## config.mk

```make
export PLATFORM = sky130hd
export DESIGN_NAME = eth_frame_tx_param
export DESIGN_NICKNAME = d
export VERILOG_FILES = /design/src/rtl/eth_frame_tx_param.sv
export SDC_FILE = /design/constraint.sdc
export NUM_CORES = 1
export LEC_CHECK = 0
export ABC_AREA = 1
export BUFFER_PORTS_ARGS = -buffer_cell sky130_fd_sc_hd__buf_2
export CORE_MARGIN = 2
export CORE_UTILIZATION = 40
export CTS_CLUSTER_SIZE = 16
export DETAILED_ROUTE_END_ITERATION = 10
export PLACE_DENSITY = 0.54
export SLEW_MARGIN = 40
export SYNTH_ARGS = -nofsm -noshare
export SYNTH_HDL_FRONTEND = slang
export SYNTH_SLANG_ARGS = --single-unit
```

## constraint.sdc

```tcl
create_clock -name clock -period 3.3 [get_ports clock]
set_input_delay 0.33 -clock clock [delete_from_list [all_inputs] [get_ports clock]]
set_output_delay 0.33 -clock clock [all_outputs]
set_load 0.01 [all_outputs]
```

## src/rtl/eth_frame_tx_param.sv

```systemverilog
// Ethernet II frame transmitter: byte payload stream in, MII-style nibble frame out
// with preamble, SFD, fixed header, zero padding, internally computed CRC-32 FCS and IPG.
module eth_frame_tx_param #(
  parameter logic [47:0] DEST_MAC         = 48'hAABBCCDDEEFF,
  parameter logic [47:0] SRC_MAC          = 48'h112233445566,
  parameter logic [15:0] ETHER_TYPE       = 16'h0800,
  parameter int          PREAMBLE_NIBBLES = 14,
  parameter int          IPG_NIBBLES      = 24,
  parameter int          MIN_PAYLOAD      = 46,
  parameter int          MAX_PAYLOAD      = 1500
) (
  input  logic        clock,
  input  logic        reset_pin,
  input  logic [7:0]  in_data,
  input  logic        in_valid,
  input  logic        in_last,
  output logic        in_ready,
  output logic [3:0]  data_out,
  output logic        final_data_valid,
  output logic        tx_busy,
  output logic        frame_done,
  output logic        tx_error,
  output logic [15:0] frames_sent
);

  typedef enum logic [2:0] {
    ST_IDLE     = 3'd0,
    ST_PREAMBLE = 3'd1,
    ST_SFD      = 3'd2,
    ST_HEADER   = 3'd3,
    ST_PAYLOAD  = 3'd4,
    ST_PAD      = 3'd5,
    ST_FCS      = 3'd6,
    ST_IPG      = 3'd7
  } state_t;

  localparam logic [111:0] HEADER_BITS = {DEST_MAC, SRC_MAC, ETHER_TYPE};
  localparam logic [7:0]   PRE_LAST    = 8'(PREAMBLE_NIBBLES - 1);
  localparam logic [7:0]   IPG_LAST    = 8'(IPG_NIBBLES - 1);
  localparam logic [10:0]  MIN_BYTES   = 11'(MIN_PAYLOAD);
  localparam logic [10:0]  MAX_BYTES   = 11'(MAX_PAYLOAD);
  localparam logic [31:0]  CRC_POLY    = 32'hEDB88320;
  localparam logic [31:0]  CRC_INIT    = 32'hFFFFFFFF;

  function automatic logic [31:0] crc32_nibble(input logic [31:0] crc, input logic [3:0] nib);
    logic [31:0] c;
    c = crc ^ {28'd0, nib};
    for (int i = 0; i < 4; i++) begin
      c = c[0] ? ((c >> 1) ^ CRC_POLY) : (c >> 1);
    end
    return c;
  endfunction

  // Header nibble idx: byte idx/2 counted from the MSB end, low nibble on even idx
  function automatic logic [3:0] header_nibble(input logic [4:0] idx);
    logic [6:0] base;
    logic [7:0] b;
    base = 7'd104 - {idx[4:1], 3'b000};
    b    = HEADER_BITS[base +: 8];
    return idx[0] ? b[7:4] : b[3:0];
  endfunction

  state_t      state_r, state_s;
  logic [7:0]  nib_cnt_r, nib_cnt_s;
  logic [10:0] byte_cnt_r, byte_cnt_s;
  logic        phase_r, phase_s;
  logic        last_r, last_s;
  logic        flush_r, flush_s;
  logic [7:0]  byte_r;
  logic [31:0] crc_r, crc_next_s, fcs_s;
  logic        load_s, abort_s, done_s;
  logic [3:0]  data_s;
  logic        valid_s;

  // CRC folds in the nibble currently on data_out while it belongs to the covered region
  always_comb begin
    crc_next_s = crc_r;
    if ((state_r == ST_HEADER) || (state_r == ST_PAYLOAD) || (state_r == ST_PAD)) begin
      crc_next_s = crc32_nibble(crc_r, data_out);
    end else begin
      crc_next_s = crc_r;
    end
    fcs_s = ~crc_next_s;
  end

  // Ready depends only on the phase of the nibble being emitted
  always_comb begin
    in_ready = 1'b0;
    case (state_r)
      ST_HEADER:  in_ready = (nib_cnt_r == 8'd27);
      ST_PAYLOAD: in_ready = phase_r & ~last_r;
      ST_IPG:     in_ready = flush_r;
      default:    in_ready = 1'b0;
    endcase
  end

  // Next-state logic; state_r describes the nibble presently on data_out
  always_comb begin
    state_s    = state_r;
    nib_cnt_s  = nib_cnt_r;
    byte_cnt_s = byte_cnt_r;
    phase_s    = phase_r;
    last_s     = last_r;
    flush_s    = flush_r;
    load_s     = 1'b0;
    abort_s    = 1'b0;
    done_s     = 1'b0;
    case (state_r)
      ST_IDLE: begin
        if (in_valid) begin
          state_s   = ST_PREAMBLE;
          nib_cnt_s = 8'd0;
        end else begin
          state_s = ST_IDLE;
        end
      end
      ST_PREAMBLE: begin
        if (nib_cnt_r == PRE_LAST) begin
          state_s   = ST_SFD;
          nib_cnt_s = 8'd0;
        end else begin
          nib_cnt_s = nib_cnt_r + 8'd1;
        end
      end
      ST_SFD: begin
        if (nib_cnt_r == 8'd1) begin
          state_s   = ST_HEADER;
          nib_cnt_s = 8'd0;
        end else begin
          nib_cnt_s = nib_cnt_r + 8'd1;
        end
      end
      ST_HEADER: begin
        if (nib_cnt_r != 8'd27) begin
          nib_cnt_s = nib_cnt_r + 8'd1;
        end else if (in_valid) begin
          state_s    = ST_PAYLOAD;
          phase_s    = 1'b0;
          byte_cnt_s = 11'd1;
          last_s     = in_last;
          load_s     = 1'b1;
        end else begin
          state_s   = ST_IPG;
          nib_cnt_s = 8'd0;
          abort_s   = 1'b1;
          flush_s   = 1'b0;
        end
      end
      ST_PAYLOAD: begin
        if (!phase_r) begin
          phase_s = 1'b1;
        end else if (last_r) begin
          phase_s   = 1'b0;
          nib_cnt_s = 8'd0;
          if (byte_cnt_r < MIN_BYTES) begin
            state_s = ST_PAD;
          end else begin
            state_s = ST_FCS;
          end
        end else if (!in_valid) begin
          state_s   = ST_IPG;
          nib_cnt_s = 8'd0;
          abort_s   = 1'b1;
          flush_s   = 1'b0;
        end else if (byte_cnt_r == MAX_BYTES) begin
          // Oversize: drop the frame and swallow the rest of the source packet in IPG
          state_s   = ST_IPG;
          nib_cnt_s = 8'd0;
          abort_s   = 1'b1;
          flush_s   = ~in_last;
        end else begin
          phase_s    = 1'b0;
          byte_cnt_s = byte_cnt_r + 11'd1;
          last_s     = in_last;
          load_s     = 1'b1;
        end
      end
      ST_PAD: begin
        if (!phase_r) begin
          phase_s = 1'b1;
        end else begin
          phase_s    = 1'b0;
          byte_cnt_s = byte_cnt_r + 11'd1;
          if ((byte_cnt_r + 11'd1) == MIN_BYTES) begin
            state_s   = ST_FCS;
            nib_cnt_s = 8'd0;
          end else begin
            state_s = ST_PAD;
          end
        end
      end
      ST_FCS: begin
        if (nib_cnt_r == 8'd7) begin
          state_s   = ST_IPG;
          nib_cnt_s = 8'd0;
          done_s    = 1'b1;
        end else begin
          nib_cnt_s = nib_cnt_r + 8'd1;
        end
      end
      ST_IPG: begin
        if (flush_r && in_valid && in_last) begin
          flush_s = 1'b0;
        end else begin
          flush_s = flush_r;
        end
        if (nib_cnt_r != IPG_LAST) begin
          nib_cnt_s = nib_cnt_r + 8'd1;
        end else if (flush_s) begin
          state_s = ST_IPG;
        end else begin
          state_s = ST_IDLE;
        end
      end
      default: begin
        state_s = ST_IDLE;
      end
    endcase
  end

  // Nibble to register for the phase being entered
  always_comb begin
    data_s  = 4'h0;
    valid_s = 1'b0;
    case (state_s)
      ST_IDLE:     begin data_s = 4'h0; valid_s = 1'b0; end
      ST_PREAMBLE: begin data_s = 4'h5; valid_s = 1'b1; end
      ST_SFD:      begin data_s = (nib_cnt_s == 8'd0) ? 4'h5 : 4'hD; valid_s = 1'b1; end
      ST_HEADER:   begin data_s = header_nibble(nib_cnt_s[4:0]); valid_s = 1'b1; end
      ST_PAYLOAD:  begin data_s = phase_s ? byte_r[7:4] : in_data[3:0]; valid_s = 1'b1; end
      ST_PAD:      begin data_s = 4'h0; valid_s = 1'b1; end
      ST_FCS:      begin data_s = fcs_s[{nib_cnt_s[2:0], 2'b00} +: 4]; valid_s = 1'b1; end
      ST_IPG:      begin data_s = 4'h0; valid_s = 1'b0; end
      default:     begin data_s = 4'h0; valid_s = 1'b0; end
    endcase
  end

  // State, counters, CRC and registered outputs
  always_ff @(posedge clock or negedge reset_pin) begin
    if (!reset_pin) begin
      state_r          <= ST_IDLE;
      nib_cnt_r        <= 8'd0;
      byte_cnt_r       <= 11'd0;
      phase_r          <= 1'b0;
      last_r           <= 1'b0;
      flush_r          <= 1'b0;
      byte_r           <= 8'd0;
      crc_r            <= CRC_INIT;
      data_out         <= 4'h0;
      final_data_valid <= 1'b0;
      tx_busy          <= 1'b0;
      frame_done       <= 1'b0;
      tx_error         <= 1'b0;
      frames_sent      <= 16'd0;
    end else begin
      state_r          <= state_s;
      nib_cnt_r        <= nib_cnt_s;
      byte_cnt_r       <= byte_cnt_s;
      phase_r          <= phase_s;
      last_r           <= last_s;
      flush_r          <= flush_s;
      if (load_s) begin
        byte_r <= in_data;
      end
      crc_r            <= (state_r == ST_IDLE) ? CRC_INIT : crc_next_s;
      data_out         <= data_s;
      final_data_valid <= valid_s;
      tx_busy          <= (state_s != ST_IDLE);
      frame_done       <= done_s;
      tx_error         <= abort_s;
      if (done_s) begin
        frames_sent <= frames_sent + 16'd1;
      end
    end
  end

endmodule
```

==> results of run 1 <==
worst register-to-register path: stages (launching register included):
cell	delay, ns
sky130_fd_sc_hd__dfrtp_2	0.44
sky130_fd_sc_hd__ha_4	0.19
sky130_fd_sc_hd__nand2_1	0.12
sky130_fd_sc_hd__nand2_1	0.09
sky130_fd_sc_hd__nor2_1	0.09
sky130_fd_sc_hd__nand3_1	0.11
sky130_fd_sc_hd__nor2_2	0.15
sky130_fd_sc_hd__nand3_1	0.10
sky130_fd_sc_hd__nand2_2	0.08
sky130_fd_sc_hd__buf_4	0.14
sky130_fd_sc_hd__nand2_2	0.09
sky130_fd_sc_hd__nand2_1	0.08
sky130_fd_sc_hd__nand3_2	0.11
sky130_fd_sc_hd__buf_4	0.20
sky130_fd_sc_hd__inv_1	0.07
sky130_fd_sc_hd__ha_1	0.30
sky130_fd_sc_hd__a31oi_1	0.16
sky130_fd_sc_hd__nand3_1	0.09
sky130_fd_sc_hd__nand3b_1	0.10
sky130_fd_sc_hd__nand2_1	0.06
sky130_fd_sc_hd__a21oi_2	0.11
sky130_fd_sc_hd__nand2_1	0.06
layout by cell type, fill, tap and decap left out, types with 12 or more instances in the layout:
cell type,n
sky130_fd_sc_hd__buf_2,35
sky130_fd_sc_hd__nand3_1,95
sky130_fd_sc_hd__o21ai_0,46
sky130_fd_sc_hd__dfrtp_1,52
sky130_fd_sc_hd__buf_4,21
sky130_fd_sc_hd__inv_2,12
sky130_fd_sc_hd__inv_1,97
sky130_fd_sc_hd__a21oi_1,18
sky130_fd_sc_hd__nand2_1,194
sky130_fd_sc_hd__nand4_1,12
sky130_fd_sc_hd__nor2_1,45
sky130_fd_sc_hd__nor2_2,12
sky130_fd_sc_hd__nand2_2,15
sky130_fd_sc_hd__xor2_1,28
sky130_fd_sc_hd__dfstp_2,32
sky130_fd_sc_hd__or2_2,27
stage by stage:
step                      setup TNS, ns  hold WS (ns)  instance area, sq um  util (%)  cells
after floorplan                       0        0.0344                  5790         -    786
after global placement                0         0.433                  6270      44.8   1007
after global routing            -0.0146         0.105                  6690      47.8   1026
final                                 0        0.0329                  6690      47.8   1026
after detailed placement              0         0.444                  6270      44.8   1007
after CTS                             0        0.0676                  6590      47.1   1023
how the worst max path moves through the flow:
stage                         startpoint               endpoint  slack [ns]  depth (start not counted)
3_3_place_gp      nib_cnt_r[1]$_DFF_PN0_  data_out[3]$_DFF_PN0_        0.12                         19
5_1_grt        byte_cnt_r[1]$_DFFE_PN0P_  data_out[3]$_DFF_PN0_       -0.01                         22
2_1_floorplan  byte_cnt_r[0]$_DFFE_PN0P_  data_out[3]$_DFF_PN0_        0.38                         21
6_report       byte_cnt_r[1]$_DFFE_PN0P_  data_out[3]$_DFF_PN0_        0.25                         21
3_5_place_dp   byte_cnt_r[1]$_DFFE_PN0P_  data_out[3]$_DFF_PN0_       0.002                         21
4_1_cts           nib_cnt_r[1]$_DFF_PN0_  data_out[3]$_DFF_PN0_        0.03                         19
registers in the layout, indices dropped and copies added (netlist names):
name / cells
final_data_valid: 1
nib_cnt_r: 8
byte_cnt_r: 11
flush_r: 1
last_r: 1
state_r: 3
phase_r: 1
data_out: 4
crc_r: 32
frames_sent: 16
frame_done: 1
tx_error: 1
byte_r: 4
tx_busy: 1
cells by family (layout without fill, tap and decap cells):
family / count (synthesis) / count (layout) / share of synthesized area (%)
flip-flops: 85 / 85 / 37.4
buffers and inverters: 123 / 183 / 8.55
multiplexers: 1 / 1 / 0.173
XOR/XNOR: 33 / 33 / 5.44
AO/OA/AOI/OAI: 92 / 92 / 8.77
AND/OR/NAND/NOR: 439 / 439 / 36.9
adder cells (fa/ha/maj): 13 / 13 / 2.81
area by class of cell:
type	count	area share (%)
Clock inverter	4	1.07
Inverter	109	6.12
Multi-Input combinational cell	578	47.9
Tap cell	180	3.37
Sequential cell	85	32.4
Clock buffer	12	3.69
Timing Repair Buffer	58	5.45
layer usage:
| layer | vias up | track usage (%) | wire (um) |
|---|---|---|---|
| met5 | - | 0 | 0 |
| met3 | 25 | 2.79 | 625 |
| met2 | 127 | 34.0 | 7350 |
| met1 | 2553 | 28.0 | 7480 |
| li1 | 2640 | - | - |
| met4 | 0 | 7.67 | 251 |
power groups by stage:
stage	clock [uW]	combinational, uW	sequential, uW
finish	1120	5040	1830
global route	1180	5680	1880
CTS	1140	4950	1830
detailed placement	0	4910	1840
global placement	0	4890	1820
floorplan	0	3690	1790
repair_timing:
action	in CTS	in global routing
gates resized for setup	1	16
hold endpoints to repair	0	0
setup buffers	0	3
pin swaps	0	5
endpoints found under the setup margin	1	4
==> impl_summary.md, run 1 <==
Run status
The run finished with clean final reports.

Pwr
The share of total power in combinational logic is 63.0%. In this run switching power makes up 49.2% of total power. Sequential cells burn 22.9% of the power. The total chip power is 7990 uW. Power spread over the standard cell area amounts to 1200 nW/um^2. IR analysis of the VDD net gives a maximum drop of 410 uV. The internal power of the cells is 4060 uW. The net switching component of the power is 3930 uW. The analysis attributes to cell leakage a power of 0.00325 uW. The part of the total power dissipated in the clock network is 14.0%.

Critical path
The worst register-to-register path has a setup slack of 0.25 ns. The worst setup path is captured at a flip-flop. STA classifies the critical path startpoint as a flip-flop. STA puts the critical path data required time at 3.54 ns. The worst-case reg-to-reg path depth is 21. The critical path data arrival time is 3.30 ns. The worst-path cell with the longest stage delay is sky130_fd_sc_hd__dfrtp_2. The family with the most delay on the worst path is simple AND/OR/NAND/NOR gates. The number of buffers and inverters on the critical path is 3. Along the worst path, the maximum fanout reaches 7. The critical path is of the flip-flop to flip-flop type. The signal on the critical path passes through ha_4 -> nand2_1 -> nand2_1 -> nor2_1 -> nand3_1 -> nor2_2 -> nand3_1 -> nand2_2 -> buf_4 -> nand2_2 -> nand2_1 -> nand3_2 -> buf_4 -> inv_1 -> ha_1 -> a31oi_1 -> nand3_1 -> nand3b_1 -> nand2_1 -> a21oi_2 -> nand2_1. The most frequent cell on the critical path is sky130_fd_sc_hd__nand2_1. The startpoint identified for the worst register-to-register timing path is byte_cnt_r[1]$_DFFE_PN0P_. In this run the critical register-to-register path is captured at data_out[3]$_DFF_PN0_.

In this design, the stage delay of the slowest critical-path cell is 0.44 ns.

Synth
The cell type with the highest aggregate area in the netlist is sky130_fd_sc_hd__dfrtp_1. The count of mapped cells out of synthesis is 786. The synthesized netlist occupies a cell area of 5790 sq um. Counting instances in the post-synthesis netlist gives the leading cell types as 196 x sky130_fd_sc_hd__nand2_1, 97 x sky130_fd_sc_hd__inv_1, 96 x sky130_fd_sc_hd__nand3_1, 53 x sky130_fd_sc_hd__dfrtp_1. Each instance of the synthesized netlist takes up on average 7.37 sq um. The cell with the most instances after synthesis is sky130_fd_sc_hd__nand2_1. Counting every net in the synthesized netlist gives 811. The total of warnings raised by yosys is 0. The area fraction of the dominant cell type after synthesis is 22.9%. The async set-or-reset flop fraction in the synthesized netlist is 100%. The netlist uses 48 different library cells. The prevailing post-synth register cell is sky130_fd_sc_hd__dfrtp_1.

The sequential cell area fraction in the yosys report is 37.4%. The flip-flop and latch count after synthesis is 85. Sorting the synthesized cells by area gives the leading types as sky130_fd_sc_hd__dfrtp_1 23%, sky130_fd_sc_hd__dfstp_2 15%, sky130_fd_sc_hd__nand2_1 13%, sky130_fd_sc_hd__nand3_1 8.3%, sky130_fd_sc_hd__inv_1 6.3%.

The synthesized design contains 0 enable-type register cells.

CTS
The clock net sink count is 85. The clock tree synthesis step divided the H-tree into 3 levels. In this run the deepest clock path goes through 2 buffers.

Clock-pin slew was measured on the worst setup and hold paths at 0.06 ns. Clock tree synthesis selected as its root buffer the cell sky130_fd_sc_hd__clkbuf_16. Clock latency on the worst-skew pair, taken at its later pin, is 0.35 ns.

TritonCTS created 9 clock buffers. TritonCTS built the clock tree. The number of hold buffers added after CTS is 0.

GRT
The overflow left after global routing is 0. The number of antenna violations at the first check in global routing is 0. The number of global-route vias before repair is 5202. The all-layer global routing usage is 20.8%. Entering global routing, the biggest net connects 55 pins.

The first global-routing pass estimated 26200 um of wire.

Routing
The final wirelength is 15700 um. Before antenna repair, the detailed router went through 5 iterations. The routed wire length per instance is 15.3 um.

In the routed design, unresolved DRC markers number 0. The via density per instance is 5.21. The detail route stage leaves a number of antenna-violating nets equal to 0. The detailed router placed 5345 vias in this run.

After the first detailed-routing iteration, the DRC count stood at 455.

Floorplan
The die extent in y is 124 um. The core region is 14000 sq um. In this run the core area contains 43 standard-cell rows.

Once the floorplan was initialized, standard cells occupied 41.4% of the core. The die covers 15500 sq um. The number of top-level pins is 37. The die is 124 um wide.

Cells and area
The growth of design area from synthesis to finish is 15.4%. The layout has 1428 filler cells. The final antenna diode count is 0.

Summing all flip-flop and latch instances after layout gives 2170 sq um. The number of nets in the layout is 866. The area used by multi-input combinational logic is 3200 sq um. Of the cells placed in the final design, the portion with a size suffix greater than 1 is 23.6%.

Timing
The slew at the pin with the worst max-slew slack is 0.728 ns. The max-slew headroom at the worst pin is 51.5%. The number of hold violations in the final report is 0.

For this run, the top clock speed supported by timing is 0.327 GHz. The worst path needs 3.05 ns of the cycle, external delays included. The final setup slack of the worst path is 0.246 ns. The final period utilization is 92.5%.

The number of pins with negative max-slew slack in the final report is 0. The setup clock skew after layout is 0.0105 ns. Setup violations remaining at the end of the flow were counted as 0.

Flow run
The number of violations of the max-capacitance limit is 0.

Place
The number of buffer cells added on primary ports is 36. The final weighted congestion in routability-driven placement is 0.881. OpenSTA, run right after detailed placement, puts the worst setup slack at 0.00151 ns.

The wire-length estimate of the detail-placed layout is 11200 um.

Worst hold path
The min-delay analysis places its worst path in the category input port to async pin.
Note: power is estimated with default switching activity, not from simulation.
==> run 2, diff against run 1 <==
--- a/config.mk
+++ b/config.mk
@@ -5,13 +5,12 @@
 export SDC_FILE = /design/constraint.sdc
 export NUM_CORES = 1
 export LEC_CHECK = 0
-export ABC_AREA = 1
 export BUFFER_PORTS_ARGS = -buffer_cell sky130_fd_sc_hd__buf_2
 export CORE_MARGIN = 2
 export CORE_UTILIZATION = 40
 export CTS_CLUSTER_SIZE = 16
 export DETAILED_ROUTE_END_ITERATION = 10
-export PLACE_DENSITY = 0.54
+export PLACE_DENSITY = 0.55
 export SLEW_MARGIN = 40
 export SYNTH_ARGS = -nofsm -noshare
 export SYNTH_HDL_FRONTEND = slang
==> impl_summary.md, run 2 <==
Routing
The number of optimization iterations in the first detailed-route pass came to 5 (unchanged). The via density per instance is 5.58 (+7.0%). The number of DRC violations after detailed-routing iteration 0 was 332 (-27%). The met3 wirelength from detailed routing is 698 um (+12%). The count of unresolved DRC violations after routing is 0 (unchanged).

The via count is 5447 (+1.9%). The remaining number of nets flagged by the antenna check after routing came to 0 (unchanged). The detailed-route wire length on metal 1 is 7850 um (+4.9%). The routed wire length per instance is 17.0 um (+11%). The met2 wirelength from detailed routing was 7750 um (+5.5%).

The final wirelength is 16600 um (+5.8%). After detailed routing, no signal wire sits above met4.

Cells and area
In the layout the commonest cells are 122 x sky130_fd_sc_hd__buf_4, 85 x sky130_fd_sc_hd__nand2_1, 54 x sky130_fd_sc_hd__nor2_1. The number of nets in the layout is 817 (-5.7%). The final design instance area without fill is 7520 sq um (+12%). The number of standard cells in the layout, taps in and fillers out is 977 (-4.8%). The core utilization of the finished layout is 53.9% (+6.1 points). The number of flip-flops under the largest register name was 32 (unchanged).

The filler cell count is 1284 (-10%). The ratio of cells with drive above 1 in the final layout was 35.4% (+12 points). The largest register by flop count is crc_r. The final antenna diode count came to 0 (unchanged).

The most frequent standard cell in the layout excluding fill and tap cells is sky130_fd_sc_hd__buf_4. The growth of design area from synthesis to finish is 31.7%. In the final layout, the registers with the most flip-flops are crc_r (32), frames_sent (16), byte_cnt_r (11). The area used by multi-input combinational logic is 3550 sq um (+11%). The register area was 2170 sq um (+0.17%).

Critical path
The worst setup path is captured at a flip-flop. The largest fanout of any net on the critical path is 7 (unchanged). Walking the worst path, the cells encountered are ha_4 -> nand4_1 -> o21ai_1 -> nor4b_4 -> a21boi_4 -> or3_4 -> a21o_1 -> ha_2 -> inv_2 -> ha_4 -> buf_6 -> nor3b_4 -> o31ai_2 -> o221ai_1 -> nand4b_1. The highest cell delay on the worst timing path is 0.44 ns (about the same). The required time at the endpoint of the critical path is 3.52 ns (-0.02 ns). The worst-case reg-to-reg path depth is 15 (-29%).

The critical path data arrival time is 3.64 ns (+0.34 ns). The most numerous cell type found on the critical path is sky130_fd_sc_hd__ha_4. The reg-to-reg setup timing slack came to -0.11 ns (-0.36 ns). The worst-path cell with the longest stage delay is sky130_fd_sc_hd__dfrtp_2. The critical setup path kind is flip-flop to flip-flop.

The worst setup path is launched from a flip-flop.

Synth
The average size of a mapped cell came to 8.71 sq um (+18%). The total of warnings raised by yosys is 0 (unchanged). The count of distinct cell types in the synthesized netlist is 76 (+58%). The cell with the most instances after synthesis is sky130_fd_sc_hd__nand2_1. The async set-or-reset flop fraction in the synthesized netlist was 100% (unchanged). The commonest cells after synthesis are 87 x sky130_fd_sc_hd__nand2_1, 55 x sky130_fd_sc_hd__nor2_1, 53 x sky130_fd_sc_hd__dfrtp_1, 44 x sky130_fd_sc_hd__o21ai_0, 39 x sky130_fd_sc_hd__xnor2_1. The sequential cell area fraction in the yosys report is 38.0% (+0.57 points).

The cell area after technology mapping is 5710 sq um (-1.5%). The net count after synthesis came to 680 (-16%). The area fraction of the dominant cell type after synthesis is 23.2% (+0.35 points). The flip-flop and latch count after synthesis was 85 (unchanged). The cell type with the highest aggregate area in the netlist is sky130_fd_sc_hd__dfrtp_1. Sorting the synthesized cells by area gives the leading types as sky130_fd_sc_hd__dfrtp_1 23%, sky130_fd_sc_hd__dfstp_2 15%, sky130_fd_sc_hd__xnor2_1 6.0%, sky130_fd_sc_hd__nand2_1 5.7%, sky130_fd_sc_hd__o21ai_0 3.9%. The count of flip-flops with a built-in enable after synthesis is 0 (unchanged). The prevailing post-synth register cell is sky130_fd_sc_hd__dfrtp_1. The count of mapped cells out of synthesis came to 655 (-17%).

CTS
The maximum level of the CTS H-tree is 3 (unchanged). The clock slew seen by the registers of the worst setup and hold paths was 0.07 ns (about the same). The clock net sink count came to 85 (unchanged). Clock tree synthesis selected as its root buffer the cell sky130_fd_sc_hd__clkbuf_16. The number of hold buffers added after CTS is 0 (unchanged). The buffer levels on the longest clock path is 2 (unchanged). The clock tree from TritonCTS is yes.

The CTS buffer count is 9 (unchanged). The insertion delay of the later-clocked pin in the worst-skew pair is 0.36 ns (about the same).

Timing
The final setup slack of the worst path is -0.114 ns (-0.360 ns). The timing-limited maximum frequency is 0.293 GHz (-11%). The final period utilization came to 103% (+11 points).

The slew at the pin with the worst max-slew slack is 0.701 ns (-0.0265 ns). The number of pins with negative max-slew slack in the final report was 0 (unchanged). The final hold slack is -0.00831 ns (-0.0412 ns). Setup repair after global routing could not meet its margin everywhere. The clock period minus final worst setup slack is 3.41 ns (+0.360 ns). The post-route setup TNS is -0.216 ns (-0.216 ns). The total of endpoints with negative setup slack in the final report was 2 (+2). The max-slew headroom at the worst pin came to 53.1% (+1.6 points). The setup clock skew after layout was 0.0108 ns (+0.000311 ns). The number of hold violations in the final report was 6 (+6).

Floorplan
The effective utilization at floorplan is 41.0% (-0.46 points). The number of top-level pins was 37 (unchanged). The horizontal die dimension is 123 um (-0.72%). The count of standard-cell rows is 43 (unchanged). The area of the core region is 13900 sq um (-0.38%). The die extent in y came to 123 um (-0.72%). The die area came to 15200 sq um (-1.4%).

GRT
The largest net degree at the start of global routing came to 75 (+36%). The number of antenna violations at the first check in global routing is 0 (unchanged). The overflow left after global routing came to 0 (unchanged). The global-route wire length before repair is 27600 um (+5.3%). The all-layer global routing usage is 23.3% (+2.5 points). The number of global-route vias before repair is 5320 (+2.3%).

Run status
The run finished, with violations left. The final reports fail on hold timing, setup timing.

Pwr
The net switching component of the power is 3900 uW (-0.88%). The sequential share of power is 21.3% (-1.6 points). The share of total power in combinational logic is 66.6% (+3.6 points). The ratio of total power to cell area was 1170 nW/um^2 (-2.1%). The static leakage power was 0.00333 uW (+2.5%). The part of the total power dissipated in the clock network is 12.2% (-1.8 points). The switching fraction of total power is 44.3% (-4.9 points).

The total chip power came to 8800 uW (+10%). The worst IR drop on VDD is 481 uV (+17%). The internal power of the cells was 4900 uW (+21%).

Place
The HPWL after detailed placement was 11900 um (+5.5%). The post-detailed-placement cell area came to 6900 sq um (+10%). The final weighted congestion in routability-driven placement is 0.927 (+5.3%). The number of buffer cells added on primary ports is 36 (unchanged).

The cell count after placement is 949 (-5.8%).

Flow run
The number of violations of the max-capacitance limit is 0 (unchanged).

Worst hold path
The path class of the lowest-slack min-delay path is input port to async pin.
==> run 2: cell count changes in the layout (fill, tap and decap cells not counted), moves of 22 or more <==
| cell | change |
|---|---|
| sky130_fd_sc_hd__inv_1 | -84 |
| sky130_fd_sc_hd__or2_2 | -22 |
| sky130_fd_sc_hd__nand2_1 | -109 |
| sky130_fd_sc_hd__buf_4 | +101 |
| sky130_fd_sc_hd__xnor2_1 | +36 |
| sky130_fd_sc_hd__nand3_1 | -66 |
==> run 2: repair_timing <==
action	CTS	global route
buffers inserted	9	4
resized for setup	33	16
gates cloned	0	0
endpoints found under the setup margin	4	5
pin swaps	20	12
==> run 2: final cells by class <==
| class | count | share of cell area (%) |
|---|---|---|
| multi-input cells | 513 | 47.3 |
| flip-flops and latches | 85 | 28.9 |
| repair buffers | 165 | 15.8 |
| clock buffers | 9 | 3.00 |
| well taps | 180 | 3.00 |
| clock inverters | 7 | 1.08 |
| inverters | 18 | 0.899 |
==> run 2: critical path: cells and delay by family (launching register included) <==
kind / cells / cell delay (ns)
adders and majority gates: 3 / 0.57
and+or+nand+nor: 5 / 1.20
DFF: 1 / 0.44
AOI/OAI and AO/OA: 5 / 0.88
buffers and inverters: 2 / 0.20
==> run 2: final timing paths <==
check,startpoint,end
worst min-delay path,reset_pin,state_r[1]$_DFF_PN0_
max in group asynchronous,reset_pin,crc_r[31]$_DFF_PN1_
worst max register to register,byte_cnt_r[0]$_DFFE_PN0P_,data_out[0]$_DFF_PN0_
worst min register to register,frames_sent[15]$_DFFE_PN0P_,frames_sent[15]$_DFFE_PN0P_
min in group clock,in_data[5],byte_r[5]$_DFFE_PN0P_
worst max-delay path,byte_cnt_r[0]$_DFFE_PN0P_,data_out[0]$_DFF_PN0_
==> run 2: per-layer routing <==
metal	track usage [%]	vias to the layer above
li1	-	2640
met1	32.3	2653
met2	36.4	132
met3	3.92	22
met4	8.38	0
met5	0	-
==> run 2: power by group through the flow <==
stage	Clock (uW)	Sequential, uW	Combinational, uW
after floorplan	0	1800	3530
after global placement	0	1850	5350
after detailed placement	0	1860	5410
after CTS	1090	1860	5660
after global routing	1140	1910	6400
final	1070	1870	5860
==> run 2: cells by family (layout without fill, tap and decap cells) <==
family / after synthesis / after routing / share of synthesized area, %
XOR/XNOR: 58 / 58 / 8.90
adder cells (fa/ha/maj): 13 / 13 / 2.85
flip-flops: 85 / 85 / 38.0
AND/OR/NAND/NOR: 270 / 270 / 23.9
buffers and inverters: 57 / 199 / 4.38
AO/OA/AOI/OAI: 158 / 158 / 19.4
multiplexers: 14 / 14 / 2.63
==> run 2: metrics by stage <==
step           hold slack, ns  setup WS [ns]
2_1_floorplan          0.0344         -0.232
3_3_place_gp            0.453         -0.259
3_5_place_dp            0.415         -0.246
4_1_cts                0.0287        -0.0871
5_1_grt                0.0622         -0.341
6_report             -0.00831         -0.114
